--- config.mk ---
export PLATFORM = sky130hd
export DESIGN_NAME = handshake_control_merge_rr
export DESIGN_NICKNAME = d
export VERILOG_FILES = /design/src/rtl/handshake_control_merge_rr.sv
export SDC_FILE = /design/constraint.sdc
export NUM_CORES = 1
export LEC_CHECK = 0
export BUFFER_PORTS_ARGS = -buffer_cell sky130_fd_sc_hd__clkbuf_2
export CAP_MARGIN = 15
export CORE_MARGIN = 1
export CORE_UTILIZATION = 45
export CTS_CLUSTER_SIZE = 16
export DETAILED_ROUTE_END_ITERATION = 10
export HOLD_SLACK_MARGIN = 0.03
export PLACE_DENSITY_LB_ADDON = 0.3
export SETUP_SLACK_MARGIN = 0.5
export SLEW_MARGIN = 20
export SYNTH_ARGS = -nofsm -noshare
export SYNTH_HDL_FRONTEND = slang
export SYNTH_SLANG_ARGS = --single-unit
--- constraint.sdc ---
create_clock -name clk -period 3.8 [get_ports clk]
set_clock_uncertainty 0.2 [all_clocks]
set_input_delay 1.14 -clock clk [delete_from_list [all_inputs] [get_ports clk]]
set_output_delay 1.14 -clock clk [all_outputs]
set_load 0.02 [all_outputs]
--- src/rtl/handshake_control_merge_rr.sv ---
// Round-robin control merge. It holds one token in an output register and
// forks it to a control channel and an index channel that complete independently.
module handshake_control_merge_rr #(
  parameter int NUM_INPUTS  = 4,
  parameter int INDEX_WIDTH = 2
) (
  input  logic                   clk,
  input  logic                   rst,          // async, active low
  input  logic [NUM_INPUTS-1:0]  ins_valid,
  output logic [NUM_INPUTS-1:0]  ins_ready,
  output logic                   outs_valid,
  input  logic                   outs_ready,
  output logic [INDEX_WIDTH-1:0] index,
  output logic                   index_valid,
  input  logic                   index_ready
);

  localparam int                     IW1  = INDEX_WIDTH + 1;
  localparam logic [IW1-1:0]         N_W  = IW1'(NUM_INPUTS);
  localparam logic [INDEX_WIDTH-1:0] LAST = INDEX_WIDTH'(NUM_INPUTS - 1);

  logic                   full_q, full_d;
  logic [INDEX_WIDTH-1:0] idx_q, idx_d;
  logic                   outs_done_q, outs_done_d;
  logic                   index_done_q, index_done_d;
  logic [INDEX_WIDTH-1:0] prio_q, prio_d;

  logic                   complete, load_en, accept;
  logic [NUM_INPUTS-1:0]  rot;
  logic [IW1-1:0]         off, sum;
  logic                   gnt_vld;
  logic [INDEX_WIDTH-1:0] gnt_idx;

  assign outs_valid  = full_q & ~outs_done_q;
  assign index_valid = full_q & ~index_done_q;
  assign index       = idx_q;

  assign complete = full_q & (outs_done_q | outs_ready) & (index_done_q | index_ready);
  assign load_en  = ~full_q | complete;

  // Arbitration: rotate requests so prio sits at bit 0, take the lowest set
  // bit, then rotate the winner's position back into an absolute index.
  always_comb begin
    rot     = NUM_INPUTS'({ins_valid, ins_valid} >> prio_q);
    gnt_vld = |rot;
    off     = '0;
    for (int i = NUM_INPUTS - 1; i >= 0; i--) begin
      if (rot[i]) off = IW1'(i);
    end
    sum = {1'b0, prio_q} + off;
    if (sum >= N_W) sum = sum - N_W;
    gnt_idx = sum[INDEX_WIDTH-1:0];
  end

  // One-hot ready to the winner; held at zero while reset is asserted.
  always_comb begin
    ins_ready = '0;
    if (rst && gnt_vld && load_en) ins_ready = NUM_INPUTS'(1) << gnt_idx;
  end

  assign accept = |(ins_valid & ins_ready);

  // Next state: an accept reloads the register (and wins over completion),
  // otherwise a completed token leaves, otherwise record partial delivery.
  always_comb begin
    full_d       = full_q;
    idx_d        = idx_q;
    outs_done_d  = outs_done_q;
    index_done_d = index_done_q;
    prio_d       = prio_q;
    if (accept) begin
      full_d       = 1'b1;
      idx_d        = gnt_idx;
      outs_done_d  = 1'b0;
      index_done_d = 1'b0;
      prio_d       = (gnt_idx == LAST) ? '0 : gnt_idx + 1'b1;
    end else if (complete) begin
      full_d       = 1'b0;
      outs_done_d  = 1'b0;
      index_done_d = 1'b0;
    end else if (full_q) begin
      outs_done_d  = outs_done_q  | (outs_valid  & outs_ready);
      index_done_d = index_done_q | (index_valid & index_ready);
    end
  end

  // State register; reset drops any held or partially delivered token.
  always_ff @(posedge clk or negedge rst) begin
    if (!rst) begin
      full_q       <= 1'b0;
      idx_q        <= '0;
      outs_done_q  <= 1'b0;
      index_done_q <= 1'b0;
      prio_q       <= '0;
    end else begin
      full_q       <= full_d;
      idx_q        <= idx_d;
      outs_done_q  <= outs_done_d;
      index_done_q <= index_done_d;
      prio_q       <= prio_d;
    end
  end

endmodule

==> results.cfg, run 1 <==
[run_status]
status = finished, violations left
violations = setup timing

[sta]
setup_violations = 4
worst_slew_pin_slew_ns = 0.4709
rsz0062_at_grt = true
layout_min_cycle_time_ns = 4.252
setup_ws_ns = -0.4522
finalMaxSlewViolations = 0
slew-limit-headroom = 0.6771
finalCritPeriodShare = 1.119
finalHoldViolations = 0
timing.fmax_mhz = 235.2

[synth]
synth_common_cells = 9 x nor2_1, 7 x dfrtp_1, 7 x nand2_1, 5 x mux2_2
netlist_instances = 73
synth_xor_area_frac = 0.04118
yosysMostFrequentCell = nor2_1
ys.warnings.count = 0
yosysTopAreaCell = dfrtp_1
synth-simple-area-share = 0.2490
synth_area_um2 = 638.1
muxShareOfSynthArea = 0.1196
syn_area_per_cell_um2 = 8.741
synth_top_family_by_area = simple AND/OR/NAND/NOR gates
synth_area_leaders = dfrtp_1 27%, mux2_2 8.8%, nor2_1 5.3%
synth_fp_nets = 83
synth-compound-area-share = 0.2333
seq_area_frac_synth = 0.2745
synth-edff-count = 0
synth_top_area_frac = 0.2745
synth_ff_type = dfrtp_1
ys_async_sr_fraction = 1.000
synth_cell_types = 30
synth_adder_area_share = 0.03922
synth-seq-cells = 7

[worst_hold_path]
worstHoldPathType = register to register
hp-start = index[0]$_DFFE_PN0P_

[detailed_routing]
vias_per_cell = 5.800
vias = 725
drtIter0Drc = 17
wl_mm = 1.898
post-route-drc-count = 0
drtPass1Iterations = 4
ant_nets = 0
routedWlPerCell_um = 15.18

[setup_path]
crit_buf_inv = 3
crit_chain = buf_6 > a221o_2 > nand2_2 > o221ai_4 > ha_4 > xnor2_4 > xnor2_2 > ha_2 > inv_2 > nor2_4 > buf_8
max_stage_delay_ns = 0.40
r2r-start = prio_q[0]$_DFFE_PN0P_
cp.required_ns = 2.46
critical_path_class = input pin to output port
cp_max_fo = 5
cp-startpoint = ins_valid[1]
cpMaxStageDelayCell = a221o_2
setup.worst_path.end_class = output port
arrival_ns = 2.91
path_delay_family = compound AO/OA/AOI/OAI gates
start_kind = input pin

[grt]
grtUsageMet1 = 0.3287
grt_max_degree = 11
grt_util_all_layers = 0.2767
globalRouteOverflowTotal = 0
grt_pass1_vias = 669
grtUsageMet2 = 0.5123
grt_pass1_wl_mm = 2.898
antenna_found_initial = 0
met3_usage = 0.01136
busiest_layer = met2

[clocking]
worstSkewPairLatency_ns = 0.24
clkSlewWorstSetupHoldPaths_ns = 0.05
root_buffer = clkbuf_4
cts-buffers-inserted = 3
cts_tree = built
clock_sinks = 7
ctsHoldBuffers = 0
max-clock-path-buffers = 2
cts_htree_levels = 1

[floorplanning]
die-width_um = 39.66
dieArea_mm2 = 0.001573
rows = 13
core-area_mm2 = 0.001318
die_height_um = 39.66
start_util = 0.4843
io-pin-count = 16

[place]
port_buffers = 15
hpwl_mm = 1.254
gp_congestion = 0.7780
dpl_cell_area_um2 = 895.9

[finish]
area_delta_synth_final_pct = 69.80
finalNetCount = 121
final_area_mm2 = 0.001084
final_util = 0.8224
diodes = 0
drive_gt1_frac = 0.5727

[pwr]
vdd_drop_max_mv = 0.7646
p_leak_nw = 0.4880
powerDensity_mw_per_mm2 = 1093

[flow_run]
maxCapViolCount = 0
## what timing repair did
action,4_1_cts,5_1_grt
hold endpoints to repair,0,0
resized for setup,18,12
setup endpoints to repair,11,11
buffers inserted,2,1
pin swaps,7,8
## layout make-up
cell class                 count  area [um2]
timing repair buffer          35       266.5
sequential                     7       175.2
fill                          83       234.0
clock buffer                   4       26.28
tap                           15       18.77
inverter                       4       15.01
multi-input combinational     60       581.8
## layer usage
metal,up-vias,share of wire
met4,0,0.019
met5,-,0
met2,22,0.52
li1,341,-
met3,6,0.023
met1,356,0.43
## worst reg2reg max path, stage by stage (launching register included)
cell      delay [ns]
dfrtp_1         0.40
nor2b_1         0.14
a221o_2         0.35
nand2_2         0.09
o221ai_4        0.10
ha_4            0.20
xnor2_4         0.14
xnor2_2         0.17
ha_2            0.20
buf_4           0.13
buf_6           0.11
a32oi_4         0.25
a31oi_4         0.18
mux2_4          0.35
## cells by family after synthesis
logic type                 count (synthesis)
AOI/OAI and AO/OA                         17
xor gates and xnor gates                   3
adders and majority gates                  2
buffers and inverters                      6
DFF                                        7
muxes                                      7
and+or+nand+nor                           31
## path summary, 6_finish.rpt
path | endpoint | slack [ns] | depth (start not counted)
worst max-delay path | ins_ready[3] | -0.45 | 11
max in group asynchronous | index[1]$_DFFE_PN0P_ | 2.67 | 2
min in group asynchronous | index_done_q$_DFFE_PN0P_ | 0.60 | 2
worst min-delay path | index[0]$_DFFE_PN0P_ | 0.31 | 1
worst min register to register | index[0]$_DFFE_PN0P_ | 0.31 | 1
worst max register to register | prio_q[1]$_DFFE_PN0P_ | 0.67 | 13
## registers in the layout (all words and copies together) (netlist names)
| signal | flops |
|---|---|
| index_done_q | 1 |
| prio_q | 2 |
| outs_done_q | 1 |
| full_q | 1 |
| index | 2 |
## layout by cell type, fill, tap and decap left out, types with 2 or more instances in the layout
master and n:
nand2b_1 2, o21ai_0 2, nor3b_1 3, clkbuf_2 9, dfrtp_1 7, a21o_1 2
mux2i_1 2, mux2_4 4, nor2b_1 3, buf_6 5, nor2_1 8, buf_4 20
nand2_1 6, o21ai_1 2, inv_1 3, a31oi_4 2, clkbuf_4 3
## report_power, final
| group | internal, W | switching [W] |
|---|---|---|
| combinational | 0.000518 | 0.000457 |
| sequential | 0.000111 | 0.0000348 |
| clock | 0.0000398 | 0.0000239 |
| total | 0.000669 | 0.000516 |
## per-stage QoR
stage	std cells	setup slack (ns)	setup TNS, ns	total power, W	hold slack [ns]
2_1_floorplan	73	-0.2350	-0.6397	0.0006075	0.3293
3_3_place_gp	118	-0.4198	-1.406	0.0008149	0.2958
3_5_place_dp	118	-0.4626	-1.559	0.0008362	0.3068
4_1_cts	124	-0.4162	-1.396	0.001101	0.3141
5_1_grt	125	-0.5193	-1.681	0.001260	0.3336
6_report	125	-0.4522	-1.416	0.001185	0.3104
No activity file was read; power rests on OpenSTA's default activity.
==> run 2: changes to the inputs <==
PLACE_DENSITY_LB_ADDON = 0.05   (was 0.3)
==> run 2 against run 1 <==
Net effect:
- global-route usage is 4.4 points lower
- non-clock buffer count is 2 lower
- final area is 0.12% higher
- sequential cell count stayed put
- first-iteration DRC count is 82% lower
- setup slack better by 0.066 ns
- die area stayed put
- the run still ends with setup timing left
- core utilization is 0.095 points higher
- via count is 9.1% lower
- final cell count is 1.6% lower
==> results.cfg, run 2 (synthesized netlist as in run 1, its figures left out) <==
[floorplanning]
dieArea_mm2 = 0.001573
rows = 13
io-pin-count = 16
start_util = 0.4843
die_height_um = 39.66
core-area_mm2 = 0.001318
die-width_um = 39.66

[pwr]
clkPwrFrac = 0.054
p_sw_frac = 0.4335
p_int_w = 0.0006651
p_leak_nw = 0.4712
switching_power_w = 0.0005090
vdd_drop_max_mv = 0.6112
p_seq_frac = 0.137
powerDensity_mw_per_mm2 = 1082
combPwrFrac = 0.809
finalPower_w = 0.001174

[sta]
finalHoldViolations = 0
rsz0062_at_grt = true
finalCritPeriodShare = 1.102
setup_ws_ns = -0.3861
setup_violations = 4
fin_tns_setup_ns = -1.307
timing.fmax_mhz = 238.9
slew-limit-headroom = 0.6988
finalMaxSlewViolations = 0
hold_slack_ns = 0.3102
worst_slew_pin_slew_ns = 0.4518
layout_min_cycle_time_ns = 4.186

[grt]
grt_util_all_layers = 0.2324
grt_pass1_vias = 539
antenna_found_initial = 0
grt_max_degree = 13
grt_pass1_wl_mm = 2.359
globalRouteOverflowTotal = 0

[detailed_routing]
routedWlPerCell_um = 13.38
vias_per_cell = 5.358
ant_nets = 0
post-route-drc-count = 0
vias = 659
drtPass1Iterations = 3
drtIter0Drc = 3
wl_mm = 1.646

[setup_path]
cp.required_ns = 2.46
reg2reg_depth = 13
rrSetupSlack_ns = 0.50
r2r-start = prio_q[0]$_DFFE_PN0P_
critical_path_class = input pin to output port
cp_max_fo = 3
setup.worst_path.end_class = output port
arrival_ns = 2.85
r2r_end = prio_q[0]$_DFFE_PN0P_
start_kind = input pin

[worst_hold_path]
worstHoldPathType = register to register
min_to = index[1]$_DFFE_PN0P_
hold-path-cell-count = 1
hp-start = index[1]$_DFFE_PN0P_

[finish]
fillCellCount = 77
seq_area_um2 = 175.2
layout_common_cells = 18 x buf_4, 9 x clkbuf_2, 7 x dfrtp_1
multiInputGateArea_um2 = 598.1
final_common_cell = buf_4
area_delta_synth_final_pct = 70.00
drive_gt1_frac = 0.6019
finalNetCount = 119
diodes = 0

[place]
port_buffers = 15
gp_congestion = 0.7670
hpwl_mm = 1.122

[clocking]
cts_htree_levels = 1
clock_sinks = 7
clkSlewWorstSetupHoldPaths_ns = 0.05
worstSkewPairLatency_ns = 0.24
cts_tree = built
root_buffer = clkbuf_4
max-clock-path-buffers = 2
cts-buffers-inserted = 3

[run_status]
status = finished, violations left
violations = setup timing

[flow_run]
maxCapViolCount = 0
==> run 2: layout make-up <==
cell class	instances	share of cell area
Multi-Input combinational cell	60	0.5513
Timing Repair Buffer	33	0.2318
Sequential cell	7	0.1615
Clock buffer	4	0.02422
Tap cell	15	0.01730
Inverter	4	0.01384
==> run 2: routing by layer <==
| layer | track usage | wire length [um] |
|---|---|---|
| met1 | 0.3004 | 784 |
| met2 | 0.3770 | 838 |
| met3 | 0.03409 | 23 |
| met4 | 0.1034 | 0 |
| met5 | 0 | 0 |
==> run 2: per-stage QoR <==
stage | instances | instance area [um2] | utilization | setup slack, ns
after floorplan | 73 | 686.9 | - | -0.2350
after global placement | 115 | 873.3 | 0.6629 | -0.3894
after detailed placement | 115 | 873.3 | 0.6629 | -0.4186
after CTS | 120 | 989.7 | 0.7512 | -0.3592
after global routing | 123 | 1085 | 0.8234 | -0.4751
final | 123 | 1085 | 0.8234 | -0.3861
==> run 2: worst max-delay path by stage <==
stage,startpoint,endpoint,slack (ns),cells past startpoint
6_report,ins_valid[1],ins_ready[3],-0.39,11
5_1_grt,ins_valid[0],ins_ready[3],-0.48,13
4_1_cts,ins_valid[0],ins_ready[0],-0.36,11
3_5_place_dp,ins_valid[0],ins_ready[3],-0.42,12
3_3_place_gp,ins_valid[0],ins_ready[3],-0.39,12
2_1_floorplan,ins_valid[1],ins_ready[3],-0.23,9
==> run 2: power groups by stage <==
stage / sequential, W / combinational [W] / clock [W]
finish: 0.000160 / 0.000950 / 0.0000639
floorplan: 0.000146 / 0.000462 / 0
CTS: 0.000158 / 0.000795 / 0.0000676
global route: 0.000169 / 0.00102 / 0.0000749
global placement: 0.000155 / 0.000638 / 0
detailed placement: 0.000156 / 0.000647 / 0
==> run 2: what timing repair did <==
| item | 4_1_cts | 5_1_grt |
|---|---|---|
| pin swaps | 6 | 4 |
| endpoints found under the setup margin | 11 | 11 |
| buffers inserted | 1 | 3 |
| gates resized for setup | 15 | 19 |
| cloned | 0 | 0 |
| hold buffers | 0 | 0 |
==> run 2: critical path, stage by stage <==
cell	delay, ns
buf_6	0.10
a221o_2	0.38
nand2_2	0.09
o221ai_4	0.11
ha_4	0.21
xnor2_4	0.13
xnor2_2	0.19
ha_2	0.24
inv_2	0.05
nor2_4	0.08
buf_8	0.11
==> run 3: changes to the inputs <==
PLACE_DENSITY = 0.72   (was not set)
PLACE_DENSITY_LB_ADDON = not set   (was 0.05)
==> run 3 against run 2 <==
Net effect:
- the flow still finishes with violations (setup timing)
- final area rose by 4.5%
- global-route usage rose by 2.9 points
- sequential share of layout area shrank 0.70 points
- via count up 9.4%
- final cell count rose by 2.4%
- largest power group unchanged
==> results.cfg, run 3 (synthesized netlist as in run 1, its figures left out) <==
[pwr]
powerDensity_mw_per_mm2 = 1119
p_int_w = 0.0007026
combPwrFrac = 0.815
p_sw_frac = 0.4462
p_leak_nw = 0.5044
p_seq_frac = 0.133
vdd_drop_max_mv = 0.6444
clkPwrFrac = 0.052
switching_power_w = 0.0005660

[worst_hold_path]
worstHoldPathType = register to register
hp-start = index[0]$_DFFE_PN0P_
min_to = index[0]$_DFFE_PN0P_
hold-path-cell-count = 1

[sta]
worst_slew_pin_slew_ns = 0.4533
timing.fmax_mhz = 238.5
setup_violations = 4
finalCritPeriodShare = 1.104
finalHoldViolations = 0
rsz0062_at_grt = true
fin_tns_setup_ns = -1.487
layout_min_cycle_time_ns = 4.193
slew-limit-headroom = 0.6891
finalMaxSlewViolations = 0
hold_slack_ns = 0.3104
setup_ws_ns = -0.3934

[setup_path]
cp_max_fo = 4
rrSetupSlack_ns = 0.42
setup.worst_path.end_class = output port
r2r-start = prio_q[0]$_DFFE_PN0P_
reg2reg_depth = 14
arrival_ns = 2.85
r2r_end = index[1]$_DFFE_PN0P_
start_kind = input pin
critical_path_class = input pin to output port
cp.required_ns = 2.46

[place]
port_buffers = 15
dp_cells = 119
dpl_cell_area_um2 = 903.4
hpwl_mm = 1.201
gp_congestion = 0.7413
preCtsSetupSlack_ns = -0.5121

[floorplanning]
start_util = 0.4843
io-pin-count = 16
core-area_mm2 = 0.001318
rows = 13
dieArea_mm2 = 0.001573
die-width_um = 39.66
die_height_um = 39.66

[finish]
final_common_cell = buf_4
finalNetCount = 122
area_delta_synth_final_pct = 77.65
final_area_mm2 = 0.001134
drive_gt1_frac = 0.5946
diodes = 0
layout_common_cells = 20 x buf_4, 9 x clkbuf_2, 8 x nor2_1
final_cell_count_no_fill = 126
fillCellCount = 75

[grt]
globalRouteOverflowTotal = 0
antenna_found_initial = 0
grt_util_all_layers = 0.2616
grt_pass1_vias = 610
grt_max_degree = 10
grt_pass1_wl_mm = 2.711

[detailed_routing]
drtPass1Iterations = 4
routedWlPerCell_um = 16.98
vias = 721
post-route-drc-count = 0
ant_nets = 0
wl_mm = 2.139
vias_per_cell = 5.722
drtIter0Drc = 19

[clocking]
cts_tree = built
ctsHoldBuffers = 0
worstSkewPairLatency_ns = 0.25
cts_htree_levels = 1
clock_sinks = 7
root_buffer = clkbuf_4
clkSlewWorstSetupHoldPaths_ns = 0.05
cts-buffers-inserted = 3
max-clock-path-buffers = 2

[flow_run]
maxCapViolCount = 0

[run_status]
violations = setup timing
status = finished, violations left
[run 3: per-stage QoR]
| step | util | total power, W |
|---|---|---|
| global route | 0.8604 | 0.001328 |
| detailed placement | 0.6857 | 0.0008148 |
| finish | 0.8604 | 0.001269 |
| CTS | 0.7911 | 0.001058 |
| global placement | 0.6857 | 0.0007902 |
| floorplan | - | 0.0006075 |
[run 3: how the worst max path moves through the flow]
stage | start | end | slack [ns] | cells after the start
2_1_floorplan | ins_valid[1] | ins_ready[3] | -0.23 | 9
3_3_place_gp | ins_valid[1] | ins_ready[3] | -0.41 | 11
3_5_place_dp | ins_valid[1] | ins_ready[3] | -0.51 | 12
4_1_cts | ins_valid[1] | ins_ready[3] | -0.46 | 11
5_1_grt | ins_valid[2] | ins_ready[3] | -0.45 | 11
6_report | ins_valid[1] | ins_ready[3] | -0.39 | 11
[run 3: power by group through the flow]
stage / clock network, W / registers [W] / logic, W
after floorplan: 0 / 0.000146 / 0.000462
after global placement: 0 / 0.000155 / 0.000635
after detailed placement: 0 / 0.000156 / 0.000659
after CTS: 0.0000695 / 0.000161 / 0.000827
after global routing: 0.0000757 / 0.000172 / 0.00108
final: 0.0000655 / 0.000169 / 0.00103
[run 3: layer usage]
layer / share of wire / GRT usage
met5: 0 / 0
met4: 0.042 / 0.1121
met3: 0.038 / 0.06818
met1: 0.40 / 0.3263
met2: 0.52 / 0.4180
[run 3: worst max-delay path, stage by stage]
cell and delay (ns):
buf_8 0.10, a221o_2 0.40, nand2_4 0.07, o221ai_4 0.10, ha_4 0.20, xnor2_4 0.23, xnor2_4 0.18, ha_4 0.18
inv_2 0.04, nor2_4 0.08, buf_8 0.11
[run 3: layout make-up]
class | instances | area [um2] | share of cell area
tap | 15 | 18.77 | 0.01656
clock buffer | 4 | 26.28 | 0.02318
timing repair buffer | 36 | 281.5 | 0.2483
inverter | 4 | 15.01 | 0.01325
sequential | 7 | 175.2 | 0.1545
multi-input combinational | 60 | 616.8 | 0.5441
[run 3: repair_timing]
item | in CTS | in global routing
setup endpoints to repair | 11 | 11
resized for setup | 18 | 18
cloned | 0 | 0
setup buffers | 1 | 2
pin swaps | 6 | 7
